File: src/rtl/cpu_sequencer_if.sv
// Datapath-facing bundle of the multicycle sequencer: instruction fetch, PC/IR
// and the Moore-style control strobes consumed by the MIPS-subset datapath.
interface cpu_sequencer_if #(
  parameter int PC_W = 8
);
  // No valid/ready pair: every strobe is a level for the current cycle, owned
  // by the master (sequencer); instr/zero are combinational returns from the slave.
  logic [31:0]     instr;
  logic            zero;
  logic [PC_W-1:0] pc;
  logic [31:0]     ir;
  logic            reg_write;
  logic            reg_dst;
  logic            ula_src;
  logic [2:0]      ula_control;
  logic            mem_write;
  logic            mem_to_reg;

  modport master (
    input  instr, zero,
    output pc, ir, reg_write, reg_dst, ula_src, ula_control, mem_write, mem_to_reg
  );

  modport slave (
    output instr, zero,
    input  pc, ir, reg_write, reg_dst, ula_src, ula_control, mem_write, mem_to_reg
  );
endinterface

File: src/rtl/cpu_sequencer.sv
// Multicycle FETCH/DECODE/EXECUTE/MEM/WRITEBACK sequencer owning PC and IR.
// Optional retired-instruction counter enabled by defining SEQ_RETIRE_CNT_EN.
module cpu_sequencer #(
  parameter int PC_W = 8
) (
  input  logic                clk,
  input  logic                rst,
  input  logic                run,
  input  logic                step,
  cpu_sequencer_if.master     bus,
  output logic [2:0]          state,
  output logic                busy,
  output logic                halted,
  output logic                illegal,
  output logic [15:0]         retired
);
  localparam logic [2:0] S_IDLE      = 3'd0;
  localparam logic [2:0] S_FETCH     = 3'd1;
  localparam logic [2:0] S_DECODE    = 3'd2;
  localparam logic [2:0] S_EXECUTE   = 3'd3;
  localparam logic [2:0] S_MEM       = 3'd4;
  localparam logic [2:0] S_WRITEBACK = 3'd5;
  localparam logic [2:0] S_HALT      = 3'd7;

  logic [2:0]      state_q, state_d;
  logic [PC_W-1:0] pc_q;
  logic [31:0]     ir_q;
  logic            illegal_q;
  logic            eoi;

  logic [5:0] opcode, funct;
  logic       is_r, r_ok, is_addi, is_lw, is_sw, is_beq, is_j, is_halt, legal;
  logic [2:0] r_alu;
  logic       in_ex;

  assign opcode  = ir_q[31:26];
  assign funct   = ir_q[5:0];
  assign is_r    = (opcode == 6'h00);
  assign is_addi = (opcode == 6'h08);
  assign is_lw   = (opcode == 6'h23);
  assign is_sw   = (opcode == 6'h2B);
  assign is_beq  = (opcode == 6'h04);
  assign is_j    = (opcode == 6'h02);
  assign is_halt = (opcode == 6'h3F);

  always_comb begin
    r_ok  = 1'b1;
    r_alu = 3'b010;
    case (funct)
      6'h20:   r_alu = 3'b010;
      6'h22:   r_alu = 3'b110;
      6'h24:   r_alu = 3'b000;
      6'h25:   r_alu = 3'b001;
      6'h2A:   r_alu = 3'b111;
      default: r_ok  = 1'b0;
    endcase
  end

  assign legal = (is_r && r_ok) || is_addi || is_lw || is_sw || is_beq || is_j;

  // eoi marks the end-of-instruction transition; HALT entry never counts.
  always_comb begin
    state_d = state_q;
    eoi     = 1'b0;
    case (state_q)
      S_IDLE:    if (run || step) state_d = S_FETCH;
      S_FETCH:   state_d = S_DECODE;
      S_DECODE: begin
        if (is_halt || !legal) state_d = S_HALT;
        else if (is_j)         eoi     = 1'b1;
        else                   state_d = S_EXECUTE;
      end
      S_EXECUTE: begin
        if (is_beq)              eoi     = 1'b1;
        else if (is_lw || is_sw) state_d = S_MEM;
        else                     state_d = S_WRITEBACK;
      end
      S_MEM: begin
        if (is_sw) eoi     = 1'b1;
        else       state_d = S_WRITEBACK;
      end
      S_WRITEBACK: eoi = 1'b1;
      S_HALT:      state_d = S_HALT;
      default:     state_d = S_IDLE;
    endcase
    if (eoi) state_d = run ? S_FETCH : S_IDLE;
  end

  always_ff @(posedge clk or negedge rst) begin
    if (!rst) begin
      state_q   <= S_IDLE;
      pc_q      <= '0;
      ir_q      <= '0;
      illegal_q <= 1'b0;
    end else begin
      state_q <= state_d;
      case (state_q)
        S_FETCH: begin
          ir_q <= bus.instr;
          pc_q <= pc_q + PC_W'(1);
        end
        S_DECODE: begin
          if (!is_halt && !legal) illegal_q <= 1'b1;
          else if (is_j && legal) pc_q      <= ir_q[PC_W-1:0];
        end
        // pc already points past the branch, so the offset is added to pc+1.
        S_EXECUTE: if (is_beq && bus.zero) pc_q <= pc_q + ir_q[PC_W-1:0];
        default: ;
      endcase
    end
  end

`ifdef SEQ_RETIRE_CNT_EN
  logic [15:0] retired_q;
  always_ff @(posedge clk or negedge rst) begin
    if (!rst)     retired_q <= '0;
    else if (eoi) retired_q <= retired_q + 16'd1;
  end
  assign retired = retired_q;
`else
  assign retired = 16'd0;
`endif

  // Controls are decoded from the held IR, so MEM/WRITEBACK keep EXECUTE's values.
  assign in_ex = (state_q == S_EXECUTE) || (state_q == S_MEM) || (state_q == S_WRITEBACK);

  assign bus.pc          = pc_q;
  assign bus.ir          = ir_q;
  assign bus.reg_dst     = in_ex && is_r;
  assign bus.ula_src     = in_ex && (is_addi || is_lw || is_sw);
  assign bus.ula_control = !in_ex ? 3'b000 : is_r ? r_alu : is_beq ? 3'b110 : 3'b010;
  assign bus.reg_write   = (state_q == S_WRITEBACK);
  assign bus.mem_write   = (state_q == S_MEM) && is_sw;
  assign bus.mem_to_reg  = (state_q == S_WRITEBACK) && is_lw;

  assign state   = state_q;
  assign busy    = (state_q != S_IDLE) && (state_q != S_HALT);
  assign halted  = (state_q == S_HALT);
  assign illegal = illegal_q;
endmodule

File: src/flat_wrapper.sv
// flat-port wrapper written by rule: the top's interface ports become plain ports
module cpu_sequencer_flat 
#(
  parameter int PC_W = 8
)
  (clk, rst, run, step, state, busy, halted, illegal, retired, bus_instr, bus_zero, bus_pc, bus_ir, bus_reg_write, bus_reg_dst, bus_ula_src, bus_ula_control, bus_mem_write, bus_mem_to_reg);
  cpu_sequencer_if #(.PC_W(PC_W)) bus_i ();
  input  logic clk;
  input  logic rst;
  input  logic run;
  input  logic step;
  output logic [2:0] state;
  output logic busy;
  output logic halted;
  output logic illegal;
  output logic [15:0] retired;
  input wire logic [$bits(bus_i.instr)-1:0] bus_instr;
  input wire logic [$bits(bus_i.zero)-1:0] bus_zero;
  output wire logic [$bits(bus_i.pc)-1:0] bus_pc;
  output wire logic [$bits(bus_i.ir)-1:0] bus_ir;
  output wire logic [$bits(bus_i.reg_write)-1:0] bus_reg_write;
  output wire logic [$bits(bus_i.reg_dst)-1:0] bus_reg_dst;
  output wire logic [$bits(bus_i.ula_src)-1:0] bus_ula_src;
  output wire logic [$bits(bus_i.ula_control)-1:0] bus_ula_control;
  output wire logic [$bits(bus_i.mem_write)-1:0] bus_mem_write;
  output wire logic [$bits(bus_i.mem_to_reg)-1:0] bus_mem_to_reg;
  assign bus_i.instr = bus_instr;
  assign bus_i.zero = bus_zero;
  assign bus_pc = bus_i.pc;
  assign bus_ir = bus_i.ir;
  assign bus_reg_write = bus_i.reg_write;
  assign bus_reg_dst = bus_i.reg_dst;
  assign bus_ula_src = bus_i.ula_src;
  assign bus_ula_control = bus_i.ula_control;
  assign bus_mem_write = bus_i.mem_write;
  assign bus_mem_to_reg = bus_i.mem_to_reg;
  cpu_sequencer #(.PC_W(PC_W)) u_core (.clk(clk), .rst(rst), .run(run), .step(step), .bus(bus_i), .state(state), .busy(busy), .halted(halted), .illegal(illegal), .retired(retired));
endmodule
File: config.mk
export PLATFORM = sky130hd
export DESIGN_NAME = cpu_sequencer_flat
export DESIGN_NICKNAME = d
export VERILOG_FILES = /design/src/rtl/cpu_sequencer_if.sv /design/src/rtl/cpu_sequencer.sv /design/src/flat_wrapper.sv
export SDC_FILE = /design/constraint.sdc
export NUM_CORES = 1
export LEC_CHECK = 0
export CORE_MARGIN = 1
export CORE_UTILIZATION = 40
export DETAILED_ROUTE_END_ITERATION = 10
export GPL_ROUTABILITY_DRIVEN = 0
export PLACE_DENSITY = 0.75
export SETUP_SLACK_MARGIN = 0.15
export SLEW_MARGIN = 25
export SYNTH_ARGS = -nofsm -noshare
export SYNTH_HDL_FRONTEND = slang
export SYNTH_SLANG_ARGS = --single-unit
File: constraint.sdc
create_clock -name clk -period 5 [get_ports clk]
set_clock_uncertainty 0.05 [all_clocks]
set_input_delay 1 -clock clk [delete_from_list [all_inputs] [get_ports clk]]
set_output_delay 1 -clock clk [all_outputs]
set_load 0.02 [all_outputs]
==> results by group, run 1 <==
Status
  – Status: finished with violations
  – Failing checks: DRC

Global routing
  – Grt peak-use layer: met2
  – Met3 GRT Util: 0.0504
  – First-pass GRT wire length: 10,400 um
  – Met1 GRT Util: 0.227
  – Number of global-route vias before repair: 2,245
  – GRT overflow: 0
  – GRT Total Usage: 0.186
  – Number of antenna violations at the first check in global routing: 0
  – Largest net degree at the start of global routing: 45
  – Met2 GRT Util: 0.315

Placed design
  – Placed insts: 417
  – Place WS: 1.69 ns
  – Post-detail-place hpwl: 4620 um
  – Port buffer count: 90

Clock tree
  – CTS buffer count: 5
  – # resized after CTS: 0
  – CTS tree: done
  – Post-CTS setup buffers: 0
  – H-tree Lvls: 2
  – Clock-pin transition on the worst setup and hold timing paths: 0.09 ns
  – CTS Buffer Depth: 2
  – Clk_lat worst skew: 0.30 ns
  – Hold buffers post-CTS: 0
  – # clock sinks: 44
  – CTS root buf: clkbuf_8

Timing
  – Setup tns final: 0 ns
  – Highest clock rate: 272 MHz
  – Max-slew violations: 0
  – Tcrit/Tclk final: 0.734
  – Worst-Margin Slew: 0.613 ns
  – Slew headroom: 0.591
  – Tmin final: 3.67 ns
  – # setup viols final: 0
  – Hold Fails Final Rpt: 0
  – Fin worst setup slack: 1.33 ns
  – Unrepaired setup endpoints after global routing: no

Floorplanning
  – Die ar.: 7030 sq um
  – Die width: 83.8 um
  – Die Height: 83.8 um
  – Site Rows: 29
  – Core Region: 6420 sq um
  – I/O pin cnt: 107
  – Starting Density: 0.417

Power and ir drop
  – PD cells: 664 nW/um^2
  – Gate power share: 0.584
  – P_leak: 1.49 nW
  – NetSw: 1.07 mW
  – Internal power: 1.36 mW
  – Sequential power share: 0.318
  – Peak VDD IR: 0.000377 V
  – Clock network power share: 0.098
  – Switching share of power: 0.439

Synth
  – Syn. warnings: 0
  – Post-synth EDFFs: 0
  – Synth Flop Type: dfrtp_1
  – Synth async-reset ratio: 1.00
  – Part of the Yosys area used for sequential elements: 0.411
  – Yosys cell types: 52
  – Mapped Cells: 261
  – Yosys reg bits: 44
  – Post-Syn Area: 2680 sq um
  – Avg Inst Size Synth: 10.3 sq um

Cells and area
  – Post-route insts no fill: 425
  – Core Util, Final: 0.569
  – Commonest non-fill, non-tap cells in the layout: clkdlybuf4s50_1, dfrtp_1, mux2_2
  – Ratio of cells with drive above 1 in the final layout: 0.129
  – Area delta synth->final: 36.5%
  – Antenna Cells: 0
  – Commonest non-fill, non-tap cell in the layout: clkdlybuf4s50_1
  – Nets: 394

Worst setup path
  – Crit path required time: 3.95 ns
  – Crit Path Max Fanout: 13
  – Crit path arrival time: 2.62 ns
  – Setup CP Type: flip-flop to output pin
  – Worst Setup End Kind: output pin
  – CP startpoint kind: flip-flop

Drt
  – Final ANT Viol Nets: 0
  – WL final: 6340 um
  – First DRT Iteration DRCs: 141
  – Routed vias/inst: 5.38
  – Router iterations before antenna repair: 7
  – Remaining DRCs: 11
  – Routed WL per cell: 14.9 um
  – DR vias: 2,285

Min path
  – Hold WC Path Type: flip-flop to flip-flop

Job
  – Max-cap violations: 0
-- power groups by stage --
stage / sequential (mW) / combinational, mW / clock, mW
5_1_grt: 0.809 / 1.53 / 0.257
2_1_floorplan: 0.893 / 0.747 / 0
4_1_cts: 0.771 / 1.43 / 0.248
3_3_place_gp: 0.765 / 1.40 / 0
3_5_place_dp: 0.777 / 1.42 / 0
6_report: 0.771 / 1.42 / 0.238
-- worst max-delay path, stage by stage, from the launching register on --
cell,delay [ns]
dfrtp_1,0.66
inv_1,0.20
nor2_1,0.25
a21oi_1,0.13
nand2b_1,0.23
nor3_1,0.20
clkdlybuf4s50_1,0.65
-- cell usage after synthesis (5+ instances only) --
cell type   n  share of area
dfrtp_1    44           0.41
mux2_2     29           0.12
buf_4      16          0.045
nand2_1    15          0.021
nor2_1     15          0.021
a21oi_1    11          0.021
o21ai_0    11          0.021
nor3_1     10          0.019
ha_1        9          0.042
and3_1      7          0.016
clkbuf_1    7         0.0098
inv_1       6         0.0084
mux2i_1     6          0.022
mux2_1      5          0.021
nor2b_1     5          0.012
-- layout make-up --
cell class | instances | area (sq um)
clock buffer | 7 | 86.3
clock inverter | 1 | 7.51
fill | 549 | 2770
inverter | 7 | 26.3
multi-input combinational | 196 | 1420
sequential | 44 | 1100
tap | 77 | 96.3
timing repair buffer | 93 | 921
-- state kept, by name, summed over array words and instances, names as in the netlist --
name            cells
u_core.state        3
u_core.bus.ir      32
u_core.bus.pc       8
u_core.illegal      1
-- layer usage --
metal  part of all wire  routed length, um
met1               0.43               2730
met2               0.47               2990
met3              0.082                519
met4              0.015                 92
met5                  0                  0
-- path summary, 6_finish.rpt --
path / slack (ns) / from / end / cells after the start
setup / recovery: 1.33 / u_core.state[2]$_DFFE_PN0P_ / bus_reg_dst / 6
hold reg to reg: 0.45 / u_core.illegal$_DFFE_PN0P_ / u_core.illegal$_DFFE_PN0P_ / 1
hold / removal: 0.45 / u_core.illegal$_DFFE_PN0P_ / u_core.illegal$_DFFE_PN0P_ / 1
min in group asynchronous: 0.65 / rst / u_core.bus.ir[17]$_DFFE_PN0P_ / 1
setup reg to reg: 1.96 / u_core.state[1]$_DFFE_PN0P_ / u_core.bus.pc[7]$_DFFE_PN0P_ / 10
max in group asynchronous: 3.87 / rst / u_core.bus.ir[29]$_DFFE_PN0P_ / 1
-- per-stage QoR --
step | cell area (sq um) | total power, mW | hold slack (ns)
6_report | 3660 | 2.43 | 0.454
2_1_floorplan | 2740 | 1.64 | 0.542
3_5_place_dp | 3560 | 2.20 | 0.419
5_1_grt | 3660 | 2.60 | 0.475
3_3_place_gp | 3560 | 2.16 | 0.423
4_1_cts | 3650 | 2.45 | 0.454
-- cells by family (layout without fill, tap and decap cells) --
family / after synthesis / in the layout / share of synthesized area
compound gates: 51 / 51 / 0.128
xor+xnor: 2 / 2 / 0.00654
fa+ha+maj: 10 / 10 / 0.0495
buf+inv: 36 / 108 / 0.0803
flops: 44 / 44 / 0.411
mux: 40 / 40 / 0.165
other cells: 1 / 16 / 0.00140
simple gates: 77 / 77 / 0.157
(Power assumes the default switching activity.)
==> run 2, diff against run 1 <==
clock period = 3.7 ns   (was 5 ns; I/O delays follow)
==> run 2 against run 1 <==
Compared with the run above: the run still ends with DRC left; sequential power increased by 31%; via count fell by 0.31%; combinational power grew 39%; clock power up 29%; first-iteration DRC count down 12%; total power increased by 36%; core utilization grew 0.49 points; highest routed layer unchanged.
==> results by group, run 2 (synthesis results as in run 1) <==
Global routing
  – First-pass GRT wire length: 10,500 um
  – Largest net degree at the start of global routing: 45
  – GRT Total Usage: 0.187
  – Number of antenna violations at the first check in global routing: 0
  – Number of global-route vias before repair: 2,258
  – GRT overflow: 0

Clock tree
  – H-tree Lvls: 2
  – CTS buffer count: 5
  – Post-CTS setup buffers: 0
  – Hold buffers post-CTS: 0
  – Clock-pin transition on the worst setup and hold timing paths: 0.09 ns
  – # clock sinks: 44
  – CTS tree: done
  – Clk_lat worst skew: 0.29 ns
  – CTS root buf: clkbuf_8
  – CTS Buffer Depth: 2

Timing
  – Worst-Margin Slew: 0.556 ns
  – Max-slew violations: 0
  – Setup tns final: 0 ns
  – Slew headroom: 0.629
  – Highest clock rate: 318 MHz
  – Tcrit/Tclk final: 0.851
  – Tmin final: 3.15 ns
  – # setup viols final: 0
  – Hold Fails Final Rpt: 0
  – Unrepaired setup endpoints after global routing: no

Floorplanning
  – Die Height: 83.8 um
  – Core Region: 6420 sq um
  – I/O pin cnt: 107
  – Die ar.: 7030 sq um
  – Starting Density: 0.417
  – Site Rows: 29
  – Die width: 83.8 um

Cells and area
  – Antenna Cells: 0
  – Area delta synth->final: 37.7%
  – Post-route insts no fill: 428
  – Nets: 397
  – Fillers: 556
  – Largest register FFs: 32
  – Core Util, Final: 0.574
  – Commonest non-fill, non-tap cells in the layout: clkdlybuf4s50_1, dfrtp_1, mux2_2
  – Ratio of cells with drive above 1 in the final layout: 0.140
  – Final instance area: 3690 sq um
  – Commonest non-fill, non-tap cell in the layout: clkdlybuf4s50_1

Drt
  – Final ANT Viol Nets: 0
  – WL final: 6310 um
  – Routed WL per cell: 14.7 um
  – First DRT Iteration DRCs: 124
  – Routed vias/inst: 5.32
  – DR vias: 2,278
  – Router iterations before antenna repair: 7
  – Remaining DRCs: 10

Placed design
  – Placed insts: 420
  – DP Area: 3600 sq um
  – Port buffer count: 90
  – Post-detail-place hpwl: 4640 um

Min path
  – Hold WC Path Type: input pin to asynchronous set/reset pin

Power and ir drop
  – PD cells: 893 nW/um^2
  – Peak VDD IR: 0.000455 V
  – P_leak: 1.50 nW

Worst setup path
  – Setup CP Type: flip-flop to output pin
  – Crit Path Max Fanout: 13
  – CP startpoint kind: flip-flop
  – Worst Setup End Kind: output pin
  – Crit path arrival time: 2.36 ns
  – Crit path required time: 2.91 ns

Job
  – Max-cap violations: 0

Status
  – Status: finished with violations
  – Failing checks: DRC
## run 2: changes by cell type in the layout (fill, tap and decap cells not counted)
cell / change
buf_12: +1
buf_4: +2
clkbuf_8: -1
clkinv_4: +1
dfrtp_1: -1
dfrtp_2: +1
## run 2: worst max-delay path, cell delays in order (launching register included)
cell	delay, ns
dfrtp_2	0.54
inv_1	0.16
nor2_1	0.23
a21oi_1	0.12
nand2b_1	0.19
nor3_1	0.19
clkdlybuf4s50_1	0.63
## run 2: worst paths after layout
check | cells past startpoint | start | endpoint | slack [ns]
hold / removal | 1 | rst | u_core.bus.ir[17]$_DFFE_PN0P_ | 0.38
max in group asynchronous | 1 | rst | u_core.state[2]$_DFFE_PN0P_ | 2.81
setup / recovery | 6 | u_core.state[2]$_DFFE_PN0P_ | bus_ula_control[2] | 0.55
setup reg to reg | 9 | u_core.state[2]$_DFFE_PN0P_ | u_core.bus.pc[7]$_DFFE_PN0P_ | 0.96
min in group clk | 1 | u_core.bus.ir[9]$_DFFE_PN0P_ | u_core.bus.ir[9]$_DFFE_PN0P_ | 0.46
hold reg to reg | 1 | u_core.bus.ir[9]$_DFFE_PN0P_ | u_core.bus.ir[9]$_DFFE_PN0P_ | 0.46
## run 2: repair_timing
item                                    CTS  global route
endpoints found under the setup margin    0             1
endpoints found under the hold margin     0             0
gates resized for setup                   0             1
## run 2: routing by layer
metal,vias up,wire length (um),GRT usage
met5,-,0,0
met4,0,107,0.0643
met3,9,541,0.0613
met2,95,2930,0.305
met1,1085,2730,0.233
li1,1089,-,-
## run 2: stage by stage
stage	setup WS (ns)	hold slack, ns	power [mW]
4_1_cts	0.363	0.450	3.32
3_5_place_dp	0.718	0.412	3.00
5_1_grt	0.363	0.422	3.53
3_3_place_gp	0.759	0.429	2.96
6_report	0.551	0.375	3.29
2_1_floorplan	0.889	0.394	2.22
## run 2: power by group
group          switching (mW)  total (mW)  leakage, nW  internal [mW]
sequential              0.289        1.01        0.517          0.723
combinational           0.979        1.98        0.947          0.996
clock                   0.172       0.307       0.0414          0.135
## run 2: layout make-up
type / instances / area [sq um] / share of cell area
clock buffers: 6 / 72.6 / 0.0197
clock inverters: 2 / 16.3 / 0.00441
inverters: 7 / 26.3 / 0.00712
multi-input cells: 196 / 1420 / 0.385
flip-flops and latches: 44 / 1100 / 0.299
well taps: 77 / 96.3 / 0.0261
repair buffers: 96 / 956 / 0.259
==> run 3, diff against run 2 <==
CAP_MARGIN = 0   (was unset)
==> results of run 3 <==
The final DEF is identical to that of run 2; final timing and power are the same.
==> edit 1 (settings of run 3) <==
Build with the macro `SEQ_RETIRE_CNT_EN` defined.
--- a/src/rtl/cpu_sequencer.sv
+++ b/src/rtl/cpu_sequencer.sv
@@ -1,5 +1,7 @@
 // Multicycle FETCH/DECODE/EXECUTE/MEM/WRITEBACK sequencer owning PC and IR.
 // Optional retired-instruction counter enabled by defining SEQ_RETIRE_CNT_EN.
+`define SEQ_RETIRE_CNT_EN
+
 module cpu_sequencer #(
   parameter int PC_W = 8
 ) (
Function: changed (Yosys sat finds a counterexample within 4 cycles, from zero or initial values and one cycle with rst low).
==> edit 1 against run 3 <==
- sequential power is 22% higher
- area after synthesis grew 21%
- sequential cell count rose by 16
- total power rose by 20%
- routed wire length rose by 35%
- setup slack worse by 0.17 ns
- cell area is 26% higher
- die area up 21%
==> edit 1: results (changes against run 3) <==
[layout]
multi_input_area_share=0.356  ; -0.0286
regArea_um2=1500  ; +36%
buf_share=0.236  ; -0.0235
multi_input_gates=231  ; +18%
design_area_um2=4650  ; +26%
clk_share=0.0484  ; +0.0243
fin_cells=532  ; +24%
clkbuf_count=10  ; +4
fin_nets=473  ; +19%

[global_route]
use_met2=0.341  ; +0.0366
grt_use_met1=0.274  ; +0.0415
grt_max_degree=49  ; +8.9%
grt_pass1_wl_um=14200  ; +35%
met3_usage=0.0506  ; -0.0107

[placement]
pre_cts_ws_ns=0.427  ; -0.291 ns
dp_hpwl_um=6190  ; +33%
io_buffers=106  ; +18%
placed_area_um2=4420  ; +23%

[worst_setup_path]
cp.arrival_ns=2.53  ; +0.17 ns

[sta]
timing.hold.ws_ns=0.365  ; -0.00988 ns

[power]
irDropWorstVdd_mv=0.457  ; +0.30%

[logic_synthesis]
synth_cells=315  ; +21%
synth_cell_types=50  ; -3.8%

[floorplan]
die_w_um=92.2  ; +10%

[clock_tree]
numCtsBuffers=9  ; +4
h-tree-depth=3  ; +1

[routing]
first_iter_violations=92  ; -26%
wl_met2_um=4140  ; +41%
wl_met1_um=3660  ; +34%

[status]
status=completed

==> edit 1: changes by cell type in the layout (fill, tap and decap cells not counted), sizes merged, moves of 5 or more <==
| cell | before | now |
|---|---|---|
| nand4 | 2 | 8 |
| nand2 | 15 | 26 |
| o21ai | 15 | 20 |
| and2 | 0 | 6 |
| conb | 16 | 0 |
| xnor2 | 1 | 12 |
| inv | 6 | 12 |
| nand3 | 4 | 9 |
| dfrtp | 44 | 60 |
| clkdlybuf4s50 | 89 | 105 |
==> edit 1: cell families after synthesis <==
family          after synthesis  synth area share
buf+inv                      24            0.0304
compound gates               53             0.104
flops                        60             0.461
fa+ha+maj                    11            0.0446
xor+xnor                     17            0.0458
simple gates                117             0.201
mux                          33             0.113
==> edit 1: power groups by stage <==
stage / logic, mW / clock network (mW) / registers [mW]
global placement: 2.03 / 0 / 1.22
CTS: 2.08 / 0.681 / 1.23
detailed placement: 2.08 / 0 / 1.24
floorplan: 1.02 / 0 / 1.44
global route: 2.25 / 0.713 / 1.28
finish: 2.07 / 0.669 / 1.23
==> edit 2 (flow settings as in run 3) <==
Without the edit above. Put a register stage on the outputs `busy` and `halted`, without a reset. The values now appear one clock later. The other outputs are not delayed to match.
--- a/src/rtl/cpu_sequencer.sv
+++ b/src/rtl/cpu_sequencer.sv
@@ -134,8 +134,10 @@
   assign bus.mem_to_reg  = (state_q == S_WRITEBACK) && is_lw;
 
   assign state   = state_q;
-  assign busy    = (state_q != S_IDLE) && (state_q != S_HALT);
-  assign halted  = (state_q == S_HALT);
+  always_ff @(posedge clk) begin
+    busy   <= (state_q != S_IDLE) && (state_q != S_HALT);
+    halted <= (state_q == S_HALT);
+  end
   assign illegal = illegal_q;
 endmodule
 
Behaviour: not the same (Yosys sat finds a counterexample within 4 cycles, from zero or initial values and one cycle with rst low).
==> edit 2 against run 3 <==
- the flow still finishes with violations (DRC)
- fmax is 4.9% lower
- final cell count decreased by 0.93%
- register-to-register slack worse by 0.04 ns
- total power grew 1.5%
- sequential cell count grew 2
- area after synthesis up 1.7%
- global-route usage shrank 0.91 points
- setup slack worse by 0.16 ns
- critical path depth shrank 2
- count of clock-buffer cells in the layout fell by 1
- routed wire length down 1.7%
- cell area up 0.31%
==> edit 2: results (changes against run 3) <==
[worst_setup_path]
reg2reg_slack_ns=0.92  ; -0.04 ns
cp-endpoint=bus_ula_control[0]
max_stage_delay_ns=0.66  ; +0.03 ns
path_max_fanout=17  ; +4
r2r_start=u_core.state[0]
startpoint=u_core.state[0]
reg2regPathDepth=10  ; +1
cp.arrival_ns=2.52  ; +0.16 ns

[global_route]
grt_use_met1=0.219  ; -0.0139
grt_pass1_wl_um=10200  ; -3.2%
met3_usage=0.0708  ; +0.00947
first_global_vias=2203  ; -2.4%
use_met2=0.287  ; -0.0180

[placement]
place_inst=416  ; -0.95%
dp_hpwl_um=4530  ; -2.4%
pre_cts_ws_ns=0.750  ; +0.0323 ns

[layout]
multi_input_area_share=0.384  ; -0.000833
buffers=92  ; -4.2%
drive_gt1_frac=0.153  ; +0.0131
regArea_um2=1140  ; +3.5%
inverters=10  ; +3
n_fill_cell=553  ; -0.54%
clkbuf_count=5  ; -1
clk_share=0.0247  ; +0.000603
multi_input_gates=191  ; -2.6%
fin_nets=393  ; -1.0%

[logic_synthesis]
ys_seq_area_frac=0.419  ; +0.00790
ys_ff_latch=46  ; +4.5%
synth_cell_types=60  ; +15%
synthTopCellsByArea=dfrtp_1 (40%), mux2_2 (13%), buf_4 (4.4%)
yosys-top-cells-count=dfrtp_1 (44), mux2_2 (31), buf_4 (16)
async_flop_share=0.957  ; -0.0435

[status]
violations=DRC
status=finished, violations left

[routing]
post_drt_wl_per_cell_um=14.6  ; -0.82%
vias=2242  ; -1.6%
wl_met1_um=2650  ; -2.8%
first_iter_violations=177  ; +43%
wl_met2_um=2830  ; -3.5%
wl_met3_um=633  ; +17%
drc=6  ; -4

[power]
cellPowerDensity_nw_per_um2=903  ; +1.2%
p_leak_nw=1.52  ; +1.2%

[clock_tree]
insertion_delay_ns=0.31  ; +0.02 ns

[sta]
fmax_mhz=302  ; -4.9%

## edit 2: cell types whose count changed after synthesis, sizes merged, moves of 3 or more
| cell | change |
|---|---|
| a211oi | -4 |
| a21o | -3 |
| a21oi | +3 |
| a31oi | +6 |
| and2 | +5 |
| and3 | -4 |
| clkbuf | -5 |
| inv | +4 |
| nor3 | -3 |
| nor4b | +3 |
| o211ai | +3 |
| o21ai | -9 |
## edit 2: cells by family after synthesis
family,share of synthesized area
xor+xnor,0.00965
simple gates,0.165
mux,0.151
buf+inv,0.0813
flops,0.419
other cells,0.00138
fa+ha+maj,0.0487
compound gates,0.124
## edit 2: where the power goes
| group | total, mW | leakage, nW | internal (mW) | switching (mW) |
|---|---|---|---|---|
| Sequential | 1.03 | 0.526 | 0.749 | 0.278 |
| Combinational | 1.99 | 0.948 | 0.997 | 0.992 |
| Clock | 0.327 | 0.0489 | 0.137 | 0.190 |
